### src/rtl/vend_txn_sequencer.sv
// Vending transaction controller: credit accumulation, vend/cancel/timeout arbitration,
// dispense handshake and greedy one-coin-at-a-time change payout. All outputs registered.
module vend_txn_sequencer #(
    parameter int unsigned CW         = 8,
    parameter int unsigned PRICE      = 15,
    parameter int unsigned MAX_CREDIT = 30,
    parameter int unsigned TIMEOUT    = 1000
) (
    input  logic          clk,
    input  logic          rst,
    input  logic          coin_valid,
    input  logic [1:0]    coin_val,
    input  logic          vend_req,
    input  logic          cancel,
    output logic          disp_req,
    input  logic          disp_ack,
    output logic          pay_req,
    output logic          pay_coin,
    input  logic          pay_ack,
    output logic [CW-1:0] credit,
    output logic          coin_reject,
    output logic          vend_done,
    output logic          txn_done,
    output logic          busy
);

    localparam int unsigned TW = (TIMEOUT > 1) ? $clog2(TIMEOUT) : 1;
    localparam logic [CW:0]   MaxCredit = (CW+1)'(MAX_CREDIT);
    localparam logic [CW-1:0] Price     = CW'(PRICE);
    localparam logic [CW-1:0] Ten       = CW'(10);
    localparam logic [CW-1:0] Five      = CW'(5);
    localparam logic [TW-1:0] TimeoutLast = TW'(TIMEOUT - 1);

    typedef enum logic [1:0] {StIdle, StCredit, StDispense, StPayout} state_e;

    state_e        state_q, state_d;
    logic [CW-1:0] credit_q, credit_d;
    logic [TW-1:0] cnt_q, cnt_d;
    logic          disp_req_q, disp_req_d;
    logic          pay_req_q, pay_req_d;
    logic          pay_coin_q, pay_coin_d;
    logic          coin_reject_q, coin_reject_d;
    logic          vend_done_q, vend_done_d;
    logic          txn_done_q, txn_done_d;
    logic          busy_q, busy_d;

    logic          coin_ok;
    logic [CW-1:0] coin_amt;
    logic [CW:0]   sum;
    logic [CW-1:0] pay_amt;
    logic [CW-1:0] remain;

    always_comb begin
        coin_ok  = coin_valid && (coin_val == 2'b01 || coin_val == 2'b10);
        coin_amt = (coin_val == 2'b10) ? Ten : Five;
        sum      = {1'b0, credit_q} + {1'b0, coin_amt};
        pay_amt  = pay_coin_q ? Ten : Five;
        remain   = (credit_q >= pay_amt) ? credit_q - pay_amt : credit_q;

        state_d       = state_q;
        credit_d      = credit_q;
        cnt_d         = cnt_q;
        disp_req_d    = disp_req_q;
        pay_req_d     = pay_req_q;
        pay_coin_d    = pay_coin_q;
        // Any coin bounces unless a branch below explicitly accepts it.
        coin_reject_d = coin_valid;
        vend_done_d   = 1'b0;
        txn_done_d    = 1'b0;

        unique case (state_q)
            StIdle: begin
                if (coin_ok) begin
                    credit_d      = coin_amt;
                    cnt_d         = '0;
                    coin_reject_d = 1'b0;
                    state_d       = StCredit;
                end
            end
            StCredit: begin
                if (cancel) begin
                    cnt_d      = '0;
                    pay_req_d  = 1'b1;
                    pay_coin_d = (credit_q >= Ten);
                    state_d    = StPayout;
                end else if (vend_req && credit_q >= Price) begin
                    cnt_d      = '0;
                    credit_d   = credit_q - Price;
                    disp_req_d = 1'b1;
                    state_d    = StDispense;
                end else begin
                    if (coin_ok && sum <= MaxCredit) begin
                        credit_d      = sum[CW-1:0];
                        coin_reject_d = 1'b0;
                    end
                    if (coin_valid || vend_req) begin
                        cnt_d = '0;
                    end else if (cnt_q == TimeoutLast) begin
                        cnt_d      = '0;
                        pay_req_d  = 1'b1;
                        pay_coin_d = (credit_q >= Ten);
                        state_d    = StPayout;
                    end else begin
                        cnt_d = cnt_q + 1'b1;
                    end
                end
            end
            StDispense: begin
                if (disp_ack) begin
                    disp_req_d  = 1'b0;
                    vend_done_d = 1'b1;
                    if (credit_q != '0) begin
                        pay_req_d  = 1'b1;
                        pay_coin_d = (credit_q >= Ten);
                        state_d    = StPayout;
                    end else begin
                        txn_done_d = 1'b1;
                        state_d    = StIdle;
                    end
                end
            end
            StPayout: begin
                if (pay_req_q && pay_ack) begin
                    pay_req_d = 1'b0;
                    credit_d  = remain;
                    if (remain == '0) begin
                        txn_done_d = 1'b1;
                        state_d    = StIdle;
                    end
                end else if (!pay_req_q) begin
                    // Request gap of one cycle between coins.
                    if (credit_q != '0) begin
                        pay_req_d  = 1'b1;
                        pay_coin_d = (credit_q >= Ten);
                    end else begin
                        txn_done_d = 1'b1;
                        state_d    = StIdle;
                    end
                end
            end
            default: state_d = StIdle;
        endcase

        busy_d = (state_d == StDispense) || (state_d == StPayout);
    end

    always_ff @(posedge clk) begin
        if (rst) begin
            state_q       <= StIdle;
            credit_q      <= '0;
            cnt_q         <= '0;
            disp_req_q    <= 1'b0;
            pay_req_q     <= 1'b0;
            pay_coin_q    <= 1'b0;
            coin_reject_q <= 1'b0;
            vend_done_q   <= 1'b0;
            txn_done_q    <= 1'b0;
            busy_q        <= 1'b0;
        end else begin
            state_q       <= state_d;
            credit_q      <= credit_d;
            cnt_q         <= cnt_d;
            disp_req_q    <= disp_req_d;
            pay_req_q     <= pay_req_d;
            pay_coin_q    <= pay_coin_d;
            coin_reject_q <= coin_reject_d;
            vend_done_q   <= vend_done_d;
            txn_done_q    <= txn_done_d;
            busy_q        <= busy_d;
        end
    end

    assign disp_req    = disp_req_q;
    assign pay_req     = pay_req_q;
    assign pay_coin    = pay_coin_q;
    assign credit      = credit_q;
    assign coin_reject = coin_reject_q;
    assign vend_done   = vend_done_q;
    assign txn_done    = txn_done_q;
    assign busy        = busy_q;

endmodule

### config.mk
export PLATFORM = sky130hd
export DESIGN_NAME = vend_txn_sequencer
export DESIGN_NICKNAME = d
export VERILOG_FILES = /design/src/rtl/vend_txn_sequencer.sv
export SDC_FILE = /design/constraint.sdc
export NUM_CORES = 1
export LEC_CHECK = 0
export ABC_AREA = 0
export CAP_MARGIN = 20
export CORE_MARGIN = 2
export CORE_UTILIZATION = 55
export CTS_CLUSTER_DIAMETER = 30
export DETAILED_ROUTE_END_ITERATION = 6
export GPL_ROUTABILITY_DRIVEN = 0
export GPL_TIMING_DRIVEN = 1
export PLACE_DENSITY = 0.78
export SLEW_MARGIN = 20
export SYNTH_ARGS = -nofsm -noshare
export SYNTH_HDL_FRONTEND = slang
export SYNTH_SLANG_ARGS = --single-unit
### constraint.sdc
create_clock -name clk -period 9.21 [get_ports clk]
set_input_delay 1.842 -clock clk [delete_from_list [all_inputs] [get_ports clk]]
set_output_delay 1.842 -clock clk [all_outputs]
set_load 0.05 [all_outputs]
* After elaboration in Yosys (flattened, before gate mapping)
Cells that the tools add are included.
** Word-level totals
- Register bits :: 27
- Bits of input ports :: 9
** Operators by class
- Add/sub/neg operators :: 4
- $lt $le $gt $ge :: 4
- Eq/ne operators :: 20
- Mux-type cells :: 62
- Bitwise gates (word level) :: 1
- Reduce and logical (&&, ||, !) cells :: 20
** Operator list (count)
- $mux W10 :: 5
- $mux W8 :: 6
- $mux W1 :: 30
- $pmux W8 S3 :: 1
- $mux W2 :: 11
- $pmux W10 S2 :: 1
- $ge A8 B4 Y1 const B :: 2
- $ne A2 B2 Y1 const B :: 8
- $ne A3 B3 Y1 const B :: 4
- $add A10 B1 Y10 const B :: 1
- $eq A10 B10 Y1 const B :: 1
- $eq A2 B2 Y1 const B :: 5
- $add A8 B4 Y9 :: 1
- $le A9 B5 Y1 const B :: 1
- $ge A8 B4 Y1 :: 1
- $logic_not A8 Y1 :: 1
- $mux W4 :: 2
- $pmux W2 S4 :: 1
- $reduce_bool A8 Y1 :: 1
- $sub A8 B4 Y8 :: 1
- $sub A8 B4 Y8 const B :: 1
- $reduce_and A7 Y1 :: 1
- $pmux W1 S2 :: 3
- $pmux W1 S3 :: 2
- other kinds (12) :: 20

* Logic depth before layout (Yosys ltp)
Gate-level depths: netlist of the first run.
- Word-level depth :: 9
- Mapped depth :: 14
- Mapped depth without buffers :: 12

* Worst setup path before layout of the first run
No wires, ideal clock.
- Path kind :: input-to-reg
- Start point :: in coin_val[0]
- End point :: reg credit_q[1], in the netlist credit[1]
- Library setup time :: 126 ps
- Data arrival time :: 4418 ps
- Required time :: 9084 ps
- Setup slack :: 4665 ps
- Stages on the path :: 14
- Path buffers :: 3
- Cell sequence :: inv_1 ha_1 clkbuf_1 inv_1 ha_1 clkbuf_1 a21oi_1 o21a_1 or3_1 a221oi_1 o31ai_1 buf_2 o21ai_0 a31oi_1
** On the way
- Longest elaborated chain between the ends :: 7
- Elaborated cells between the ends (all ways) :: 16
** RTL lines
- start: declaration :: RTL line 12 : input logic [1:0] coin_val,
- $eq A2 B2 Y1 :: RTL line 54, 55
- $mux W4 :: RTL line 55 : coin_amt = (coin_val == 2'b10) ? Ten : Five;
- $add A8 B4 Y9 :: RTL line 56 : sum = {1'b0, credit_q} + {1'b0, coin_amt};
- $le A9 B5 Y1 or $mux W8 (tied branches) :: RTL line 92 : if (coin_ok && sum <= MaxCredit) begin
- $logic_and A1 B1 Y1 or $mux W8 (tied branches) :: RTL line 92, 86
- $ne A3 B3 Y1 (no line) or $mux W8 (tied branches)
- $reduce_and A5 Y1 (no line) or $pmux W8 S3 (tied branches)
- end signal: assignment :: RTL line 161 : credit_q <= credit_d;
- end: declaration :: RTL line 37 : logic [CW-1:0] credit_q, credit_d;
Parallel ways exist; a longest one is shown, timed or not. The select of a mux whose other input is x is not followed.
A chain may end at the register's enable or synchronous reset.

* Final worst setup path of the first run
- Start point :: in coin_val[1]
- End point :: reg credit_q[5], in the netlist credit[5]
Same word-level chain as after synthesis.

==> reports/results.tsv, run 1 <==
metric	value	unit
Final Non-Filler Cells	372	
largest net degree at the start of global routing	25	
Place WS	4120	ps
1st-pass router iterations	5	
CTS H-tree depth	1	
Final #Nets	346	
synth warn	0	
CTS Hold Buffers Added	0	
# DRC	0	
Post-Route WL	5750	um
Clk pwr share	17.9	%
Setup Skew	4.13	ps
power per cell area	165	nW/um^2
dominant synthesized flop cell	dfxtp_1	
Critical Path Sink Type	flop	
Clock Sinks	26	
crit start category	primary input	
Worst path max stage delay	480	ps
Worst Path Buf+Inv	3	
CP endpoint	credit[5]$_SDFFE_PP0P_	
Arr. time, crit path	5030	ps
Starting Density	57.6	%
setup TNS	0	ps
leakage	1.02	nW
status	completed	
GRT Total Usage	24.3	%
Synthesized Nets	334	
post-CTS setup buffer count	0	
Setup CP Type	in -> reg	
ys async rst share	0	%
top cells by area, synth	dfxtp_1 22%, ha_1 7.0%, nand2_1 5.0%	
worst reg2reg path endpoint	state_q[1]$_SDFF_PP0_	
Antenna diodes	0	
post-route ant nets	0	
total internal power	245	uW
Worst-path clk slew	100	ps
slew margin rel.	44.3	%
cell area after synthesis	2340	sq um
Critical Path RT	9400	ps
# fillers	344	
Num CTS Buffers	3	
dpl cells	368	
Synth area leader	dfxtp_1	
Post-DP Area	2560	sq um
first-pass GRT wire length	9700	um
Reg area	520	sq um
antenna violations before repair	0	
num rows	23	
IO Port Bufs	23	
Setup violations, final	0	
fin. max-slew vios	0	
critical-path cell list	clkdlybuf4s50_1, ha_1, inv_1, ha_1, a21oi_1, o21a_1, or3_1, a221oi_1, o31ai_1, buf_4, a21boi_0, o32ai_1	
#FFs+latches synth	26	
DP HPWL	4270	um
hold_ws	535	ps
reg-to-reg startpoint	credit[0]$_SDFFE_PP0P_	
sw power	188	uW
synth cell count leaders	31 x nand2_1, 31 x nor2_1, 26 x dfxtp_1	
Core Footprint	4060	sq um
design area	2620	sq um
most frequent CP cell	ha_1	
post-DR wirelength/cell	15.4	um
Synth cell types	60	
post-synth top area share	22.3	%
critical path's slowest cell	clkdlybuf4s50_1	
Fin. Hold Viols	0	
cell family with most CP delay	compound AO/OA/AOI/OAI gates	
final setup margin	4370	ps
area delta synth->final	12.0	%
Via density	6.20	
final core utilization	64.5	%
CTS Buffer Depth	2	
fin crit share	52.6	%
Post-CTS Resized	0	
area of the multi-input gates	1680	sq um
Max Cap Violations	0	
die area	4790	sq um
detailed-route via count	2307	
CTS tree	yes	
Crit path depth	12	
Tot Pwr	433	uW
register area share after synthesis	22.3	%
layout cell share with drive strength beyond 1	5.90	%
Sw Share	43.4	%
worst setup path start	coin_val[1]	
min-delay src	disp_req$_SDFFE_PP0P_	
worst-path fanout max	13	
global route overflow	0	
number of DRC markers in iteration 0	218	
synthesized area per cell	7.52	sq um
r2r setup slk	5970	ps
Worst-Margin Slew	835	ps
Die Wd	69.2	um
vias in the first global route	2018	
RSZ-0062 raised after global routing	false	
max frequency	207	MHz
Syn Inst Count	311	
Root Buffer	clkbuf_8	
Die Ht	69.2	um
Hold Crit Class	reg -> reg	
Logic pwr share	49.5	%
Min Clock Period, post-route	4840	ps
EDFF count, synth	0	
R2R depth	11	
Peak supply drop	0.0867	mV
share of power burned in registers	32.6	%
Clock Latency Late Sink	280	ps
Ports	24	
power by group through the flow:
stage | logic [mW] | clock network, mW | registers (mW)
6_report | 0.214 | 0.0775 | 0.141
5_1_grt | 0.238 | 0.0831 | 0.144
4_1_cts | 0.212 | 0.0786 | 0.141
3_5_place_dp | 0.211 | 0 | 0.143
3_3_place_gp | 0.209 | 0 | 0.143
2_1_floorplan | 0.152 | 0 | 0.151
registers in the layout (all words and copies together), names as in the netlist:
register and cells:
cnt_q 10, disp_req 1, credit 8, state_q 2, coin_reject 1, pay_req 1
txn_done 1, vend_done 1, pay_coin 1
worst min path at each step:
stage / end / depth (start not counted)
detailed placement: cnt_q[8]$_SDFFE_PP0P_ / 2
floorplan: cnt_q[8]$_SDFFE_PP0P_ / 2
CTS: disp_req$_SDFFE_PP0P_ / 2
finish: disp_req$_SDFFE_PP0P_ / 2
global placement: cnt_q[8]$_SDFFE_PP0P_ / 2
global route: pay_coin$_SDFFE_PP0P_ / 2
per-layer routing:
metal	track usage [%]	up-vias	wire [um]
met5	0	-	0
met4	7.84	0	140
met3	3.92	10	276
met2	37.7	66	2570
met1	34.5	1075	2760
li1	-	1156	-
cells in the final DEF (no fill, tap or decap), types with 4 or more instances in the layout:
cell type,synthesis,routed
a31oi_1,4,4
nor2b_1,5,5
a211oi_1,8,8
mux2i_1,8,8
a21o_1,4,4
xor2_1,11,11
nand3_1,15,15
inv_1,14,14
clkdlybuf4s50_1,0,23
xnor2_1,6,6
nor2_1,31,31
dfxtp_1,26,26
nand2_1,31,31
ha_1,13,13
a21oi_1,21,21
o21ai_0,19,19
clkbuf_8,0,4
nor3_1,7,7
final cells by class:
class	count	share of cell area, %
Clock buffer	4	2.10
Inverter	16	2.29
Multi-Input combinational cell	251	64.0
Sequential cell	26	19.9
Tap cell	50	2.39
Timing Repair Buffer	25	9.36
cells by family (layout without fill, tap and decap cells):
kind of cell    Yosys count  in the layout  synth area share, %
xor+xnor                 17             17                 6.37
simple gates            118            118                 25.2
compound gates           93             93                 28.3
flops                    26             26                 22.3
fa+ha+maj                14             14                 7.82
buf+inv                  34             45                 6.05
mux                       9              9                 4.07
worst register-to-register path, cell delays in order, from the launching register on:
cell,delay [ps]
dfxtp_1,390
inv_1,150
ha_1,180
inv_1,50
fa_1,400
a21o_2,260
a2111oi_4,560
mux2i_1,380
o2111ai_2,170
a2111oi_2,300
or4_1,180
o21ai_0,80
(Power assumes the default switching activity.)
==> run 2: changes to the inputs <==
clock period = 4.75 ns   (was 9.21 ns; I/O delays follow)
==> reports/results.tsv, run 2 (synthesis results as in run 1) <==
metric	value	unit	change
status	completed		unchanged
Hold Crit Class	reg -> reg		unchanged
Die Wd	69.2	um	unchanged
Ports	24		unchanged
CTS tree	yes		unchanged
slew margin rel.	43.9	%	was 44.3%
Setup Skew	9.90	ps	was 4.13 ps
Die Ht	69.2	um	unchanged
num rows	23		unchanged
critical-path cell list	clkdlybuf4s50_1, ha_1, inv_1, ha_1, a21oi_1, o21a_1, or3_1, a221oi_1, o31ai_1, buf_4, a21boi_0, o32ai_1		unchanged
Worst path max stage delay	480	ps	about the same
worst-path fanout max	11		was 13
most frequent CP cell	ha_1		unchanged
# fillers	367		was 344
vias in the first global route	2164		was 2018
largest net degree at the start of global routing	25		unchanged
Clock Sinks	26		unchanged
Fin. Hold Viols	0		unchanged
1st-pass router iterations	6		was 5
DP HPWL	4490	um	was 4270 um
Critical Path RT	4940	ps	was 9400 ps
Max Cap Violations	0		unchanged
fin. max-slew vios	0		unchanged
Via density	6.34		was 6.20
Worst-path clk slew	100	ps	about the same
antenna violations before repair	0		unchanged
detailed-route via count	2372		was 2307
Tot Pwr	896	uW	was 433 uW
area delta synth->final	13.4	%	was 12.0%
IO Port Bufs	23		unchanged
post-DR wirelength/cell	16.3	um	was 15.4 um
first-pass GRT wire length	10200	um	was 9700 um
Worst-Margin Slew	840	ps	was 835 ps
die area	4790	sq um	unchanged
Arr. time, crit path	4050	ps	was 5030 ps
Largest Register	cnt_q		unchanged
most frequent cells in the layout	31 x nor2_1, 31 x nand2_1, 26 x dfxtp_1		unchanged
area of the multi-input gates	1680	sq um	unchanged
max reg flops	10		unchanged
crit start category	primary input		unchanged
Worst Path Buf+Inv	3		unchanged
Post-CTS Resized	0		unchanged
final setup margin	896	ps	was 4370 ps
Num CTS Buffers	3		unchanged
Critical Path Sink Type	flop		unchanged
fin crit share	81.1	%	
Starting Density	57.6	%	unchanged
RSZ-0062 raised after global routing	false		unchanged
Core Footprint	4060	sq um	unchanged
post-route ant nets	0		unchanged
setup TNS	0	ps	unchanged
critical path's slowest cell	clkdlybuf4s50_1		unchanged
cell family with most CP delay	compound AO/OA/AOI/OAI gates		unchanged
Root Buffer	clkbuf_8		unchanged
Setup violations, final	0		unchanged
Antenna diodes	0		unchanged
# DRC	0		unchanged
leakage	1.04	nW	was 1.02 nW
GRT Total Usage	25.5	%	was 24.3%
Setup CP Type	in -> reg		unchanged
Reg area	520	sq um	unchanged
Place WS	583	ps	was 4120 ps
Post-Route WL	6110	um	was 5750 um
max frequency	259	MHz	
Peak supply drop	0.162	mV	was 0.0867 mV
Clock Latency Late Sink	290	ps	was 280 ps
global route overflow	0		unchanged
CTS Buffer Depth	2		unchanged
CTS Hold Buffers Added	0		unchanged
post-CTS setup buffer count	0		unchanged
number of DRC markers in iteration 0	173		was 218
Final #Nets	348		was 346
CTS H-tree depth	1		unchanged
layout cell share with drive strength beyond 1	6.48	%	was 5.90%
Min Clock Period, post-route	3850	ps	
power per cell area	338	nW/um^2	was 165 nW/um^2
run 2: cell types whose count changed in the layout (fill, tap and decap cells not counted), sizes merged:
cell	change
bufinv	+1
buf	+2
clkbuf	-1
run 2: routing by layer:
| metal | global-route usage (%) | wire length (um) | up-vias |
|---|---|---|---|
| met5 | 0 | 0 | - |
| met3 | 2.62 | 333 | 5 |
| li1 | - | - | 1165 |
| met1 | 36.5 | 2930 | 1112 |
| met2 | 40.7 | 2780 | 90 |
| met4 | 7.41 | 62 | 0 |
run 2: worst reg2reg max path: cells and delay by family, from the launching register on:
family,cells,cell delay [ps]
AOI/OAI and AO/OA,5,1420
adders and majority gates,2,590
buffers and inverters,2,210
DFF,1,400
muxes,1,370
and+or+nand+nor,1,190
run 2: power by group:
part | internal [mW] | switching [mW] | total [mW]
Combinational | 0.172 | 0.257 | 0.429
Sequential | 0.232 | 0.0376 | 0.270
Clock | 0.113 | 0.0837 | 0.197
run 2: worst paths after layout:
kind | from | endpoint | slack [ps] | cells past startpoint
setup reg to reg | credit[0]$_SDFFE_PP0P_ | state_q[1]$_SDFF_PP0_ | 1420 | 11
setup / recovery | coin_val[1] | credit[7]$_SDFFE_PP0P_ | 900 | 12
hold reg to reg | cnt_q[8]$_SDFFE_PP0P_ | cnt_q[8]$_SDFFE_PP0P_ | 530 | 2
hold / removal | cnt_q[8]$_SDFFE_PP0P_ | cnt_q[8]$_SDFFE_PP0P_ | 530 | 2
run 2: area by class of cell:
| type | instances | area share, % |
|---|---|---|
| multi-input combinational | 251 | 63.2 |
| sequential | 26 | 19.6 |
| timing repair buffer | 27 | 9.82 |
| tap | 50 | 2.36 |
| inverter | 16 | 2.27 |
| clock buffer | 3 | 1.56 |
| clock inverter | 1 | 1.13 |
run 2: stage by stage:
stage	utilization (%)	instances	cell area, sq um	hold WS, ps
final	65.3	374	2650	527
after global routing	65.3	374	2650	576
after CTS	65.3	374	2650	531
after detailed placement	63.6	370	2580	508
after global placement	63.6	370	2580	506
after floorplan	-	311	2340	474
==> run 3: changes to the inputs <==
CORE_UTILIZATION = 52   (was 55)
PLACE_DENSITY = 0.77   (was 0.78)
clock period = 3.3 ns   (was 4.75 ns; I/O delays follow)
==> reports/results.tsv, run 3 (synthesis results as in run 1) <==
metric	value	unit	change
area delta synth->final	27.4	%	was 13.4%
Peak supply drop	0.190	mV	was 0.162 mV
crit start category	flop		was primary input
layout cell share with drive strength beyond 1	19.5	%	was 6.48%
Place WS	-305	ps	was 583 ps
fin. max-slew vios	0		unchanged
num rows	24		was 23
most common cell after layout, fill and taps aside	buf_4		
Starting Density	53.7	%	was 57.6%
Worst-path clk slew	100	ps	about the same
Max Cap Violations	0		unchanged
Root Buffer	clkbuf_8		unchanged
Critical Path RT	3510	ps	was 4940 ps
DP HPWL	4740	um	was 4490 um
antenna violations before repair	0		unchanged
hold_ws	534	ps	was 527 ps
Largest Register	cnt_q		unchanged
critical-path cell list	inv_1, ha_1, inv_1, fa_1, a21o_2, a2111oi_4, buf_4, mux2_4, o2111ai_2, a2111oi_2, or4_1, o21ai_0		was clkdlybuf4s50_1, ha_1, inv_1, ha_1, a21oi_1, o21a_1, or3_1, a221oi_1, o31ai_1, buf_4, a21boi_0, o32ai_1
Fin. Hold Viols	0		unchanged
CTS H-tree depth	1		unchanged
Final Non-Filler Cells	411		was 374
die area	5050	sq um	was 4790 sq um
metal3 WL	481	um	was 333 um
fin crit share	94.1	%	
RSZ-0062 raised after global routing	false		unchanged
Num CTS Buffers	3		unchanged
post-DR wirelength/cell	15.9	um	was 16.3 um
Critical Path Sink Type	flop		unchanged
Sw Share	40.6	%	was 42.3%
vias in the first global route	2330		was 2164
Worst-Margin Slew	669	ps	was 840 ps
GRT Total Usage	26.0	%	was 25.5%
Die Wd	71.0	um	was 69.2 um
global route overflow	0		unchanged
Clock Sinks	26		unchanged
# DRC	0		unchanged
Ports	24		unchanged
WL met2	3120	um	was 2780 um
detailed-route via count	2561		was 2372
largest net degree at the start of global routing	24		was 25
most frequent cells in the layout	38 x buf_4, 31 x nor2_1, 31 x nand2_1		was 31 x nor2_1, 31 x nand2_1, 26 x dfxtp_1
1st-pass router iterations	6		unchanged
Core Footprint	4350	sq um	was 4060 sq um
Setup violations, final	0		unchanged
final setup margin	195	ps	was 896 ps
design area	2980	sq um	was 2650 sq um
Via density	6.23		was 6.34
Logic pwr share	55.3	%	was 47.9%
sw power	564	uW	was 379 uW
setup TNS	0	ps	unchanged
# fillers	370		was 367
post-route ant nets	0		unchanged
dpl cells	402		was 370
Arr. time, crit path	3310	ps	was 4050 ps
Top Metal Used	met4		unchanged
worst-path fanout max	5		was 11
number of DRC markers in iteration 0	227		was 173
max reg flops	10		unchanged
final core utilization	68.4	%	was 65.3%
Post-Route WL	6550	um	was 6110 um
cell family with most CP delay	compound AO/OA/AOI/OAI gates		unchanged
slew margin rel.	54.9	%	was 43.9%
share of power burned in registers	25.4	%	was 30.1%
total internal power	826	uW	was 517 uW
max frequency	322	MHz	
Worst Path Buf+Inv	3		unchanged
met1 wire length	2840	um	was 2930 um
CTS tree	yes		unchanged
Clk pwr share	19.4	%	was 22.0%
Worst path max stage delay	440	ps	was 480 ps
Setup CP Type	reg -> reg		was in -> reg
Final #Nets	383		was 348
Hold Crit Class	reg -> reg		unchanged
Antenna diodes	0		unchanged
Setup Skew	5.05	ps	was 9.90 ps
Die Ht	71.0	um	was 69.2 um
CTS Buffer Depth	2		unchanged
status	completed		unchanged
Tot Pwr	1.39	mW	was 896 uW
critical path's slowest cell	or4_1		was clkdlybuf4s50_1
most frequent CP cell	inv_1		was ha_1
first-pass GRT wire length	10900	um	was 10200 um
Min Clock Period, post-route	3100	ps	
Post-DP Area	2810	sq um	was 2580 sq um
leakage	1.24	nW	was 1.04 nW
IO Port Bufs	23		unchanged
Clock Latency Late Sink	280	ps	was 290 ps
power per cell area	467	nW/um^2	was 338 nW/um^2
-- run 3: path summary, 6_finish.rpt --
path,cells past startpoint,slack [ps],from,to
worst max-delay path,12,200,pay_coin$_SDFFE_PP0P_,state_q[0]$_SDFF_PP0_
worst min-delay path,2,530,cnt_q[8]$_SDFFE_PP0P_,cnt_q[8]$_SDFFE_PP0P_
worst max register to register,12,200,pay_coin$_SDFFE_PP0P_,state_q[0]$_SDFF_PP0_
worst min register to register,2,530,cnt_q[8]$_SDFFE_PP0P_,cnt_q[8]$_SDFFE_PP0P_
-- run 3: power groups by stage --
stage	logic, mW	clock network [mW]	registers [mW]
2_1_floorplan	0.425	0	0.421
3_3_place_gp	0.699	0	0.359
3_5_place_dp	0.709	0	0.360
4_1_cts	0.719	0.272	0.352
5_1_grt	0.833	0.287	0.356
6_report	0.768	0.269	0.353
-- run 3: layout make-up --
class / instances / area [sq um] / area share (%)
sequential: 26 / 520 / 17.5
tap: 52 / 65.1 / 2.18
clock inverter: 1 / 30.0 / 1.01
timing repair buffer: 62 / 526 / 17.6
clock buffer: 3 / 41.3 / 1.39
multi-input combinational: 251 / 1740 / 58.3
inverter: 16 / 60.1 / 2.02
-- run 3: worst register-to-register path: stages (launching register included) --
cell and delay [ps]:
dfxtp_1 350, inv_1 160, ha_1 200, inv_1 50, fa_1 400, a21o_2 260, a2111oi_4 420, buf_4 200
mux2_4 310, o2111ai_2 90, a2111oi_2 70, or4_1 440, o21ai_0 90
-- run 3: routing by layer --
layer,global-route usage (%),vias to the layer above
met5,0,-
met4,6.71,0
met3,3.28,21
met2,41.7,126
met1,36.9,1177
li1,-,1237
-- run 3: repair_timing --
item | 4_1_cts | 5_1_grt
setup endpoints to repair | 2 | 11
hold buffers | 0 | 0
setup buffers | 0 | 4
pin swaps | 0 | 9
cloned | 0 | 1
resized for setup | 1 | 19
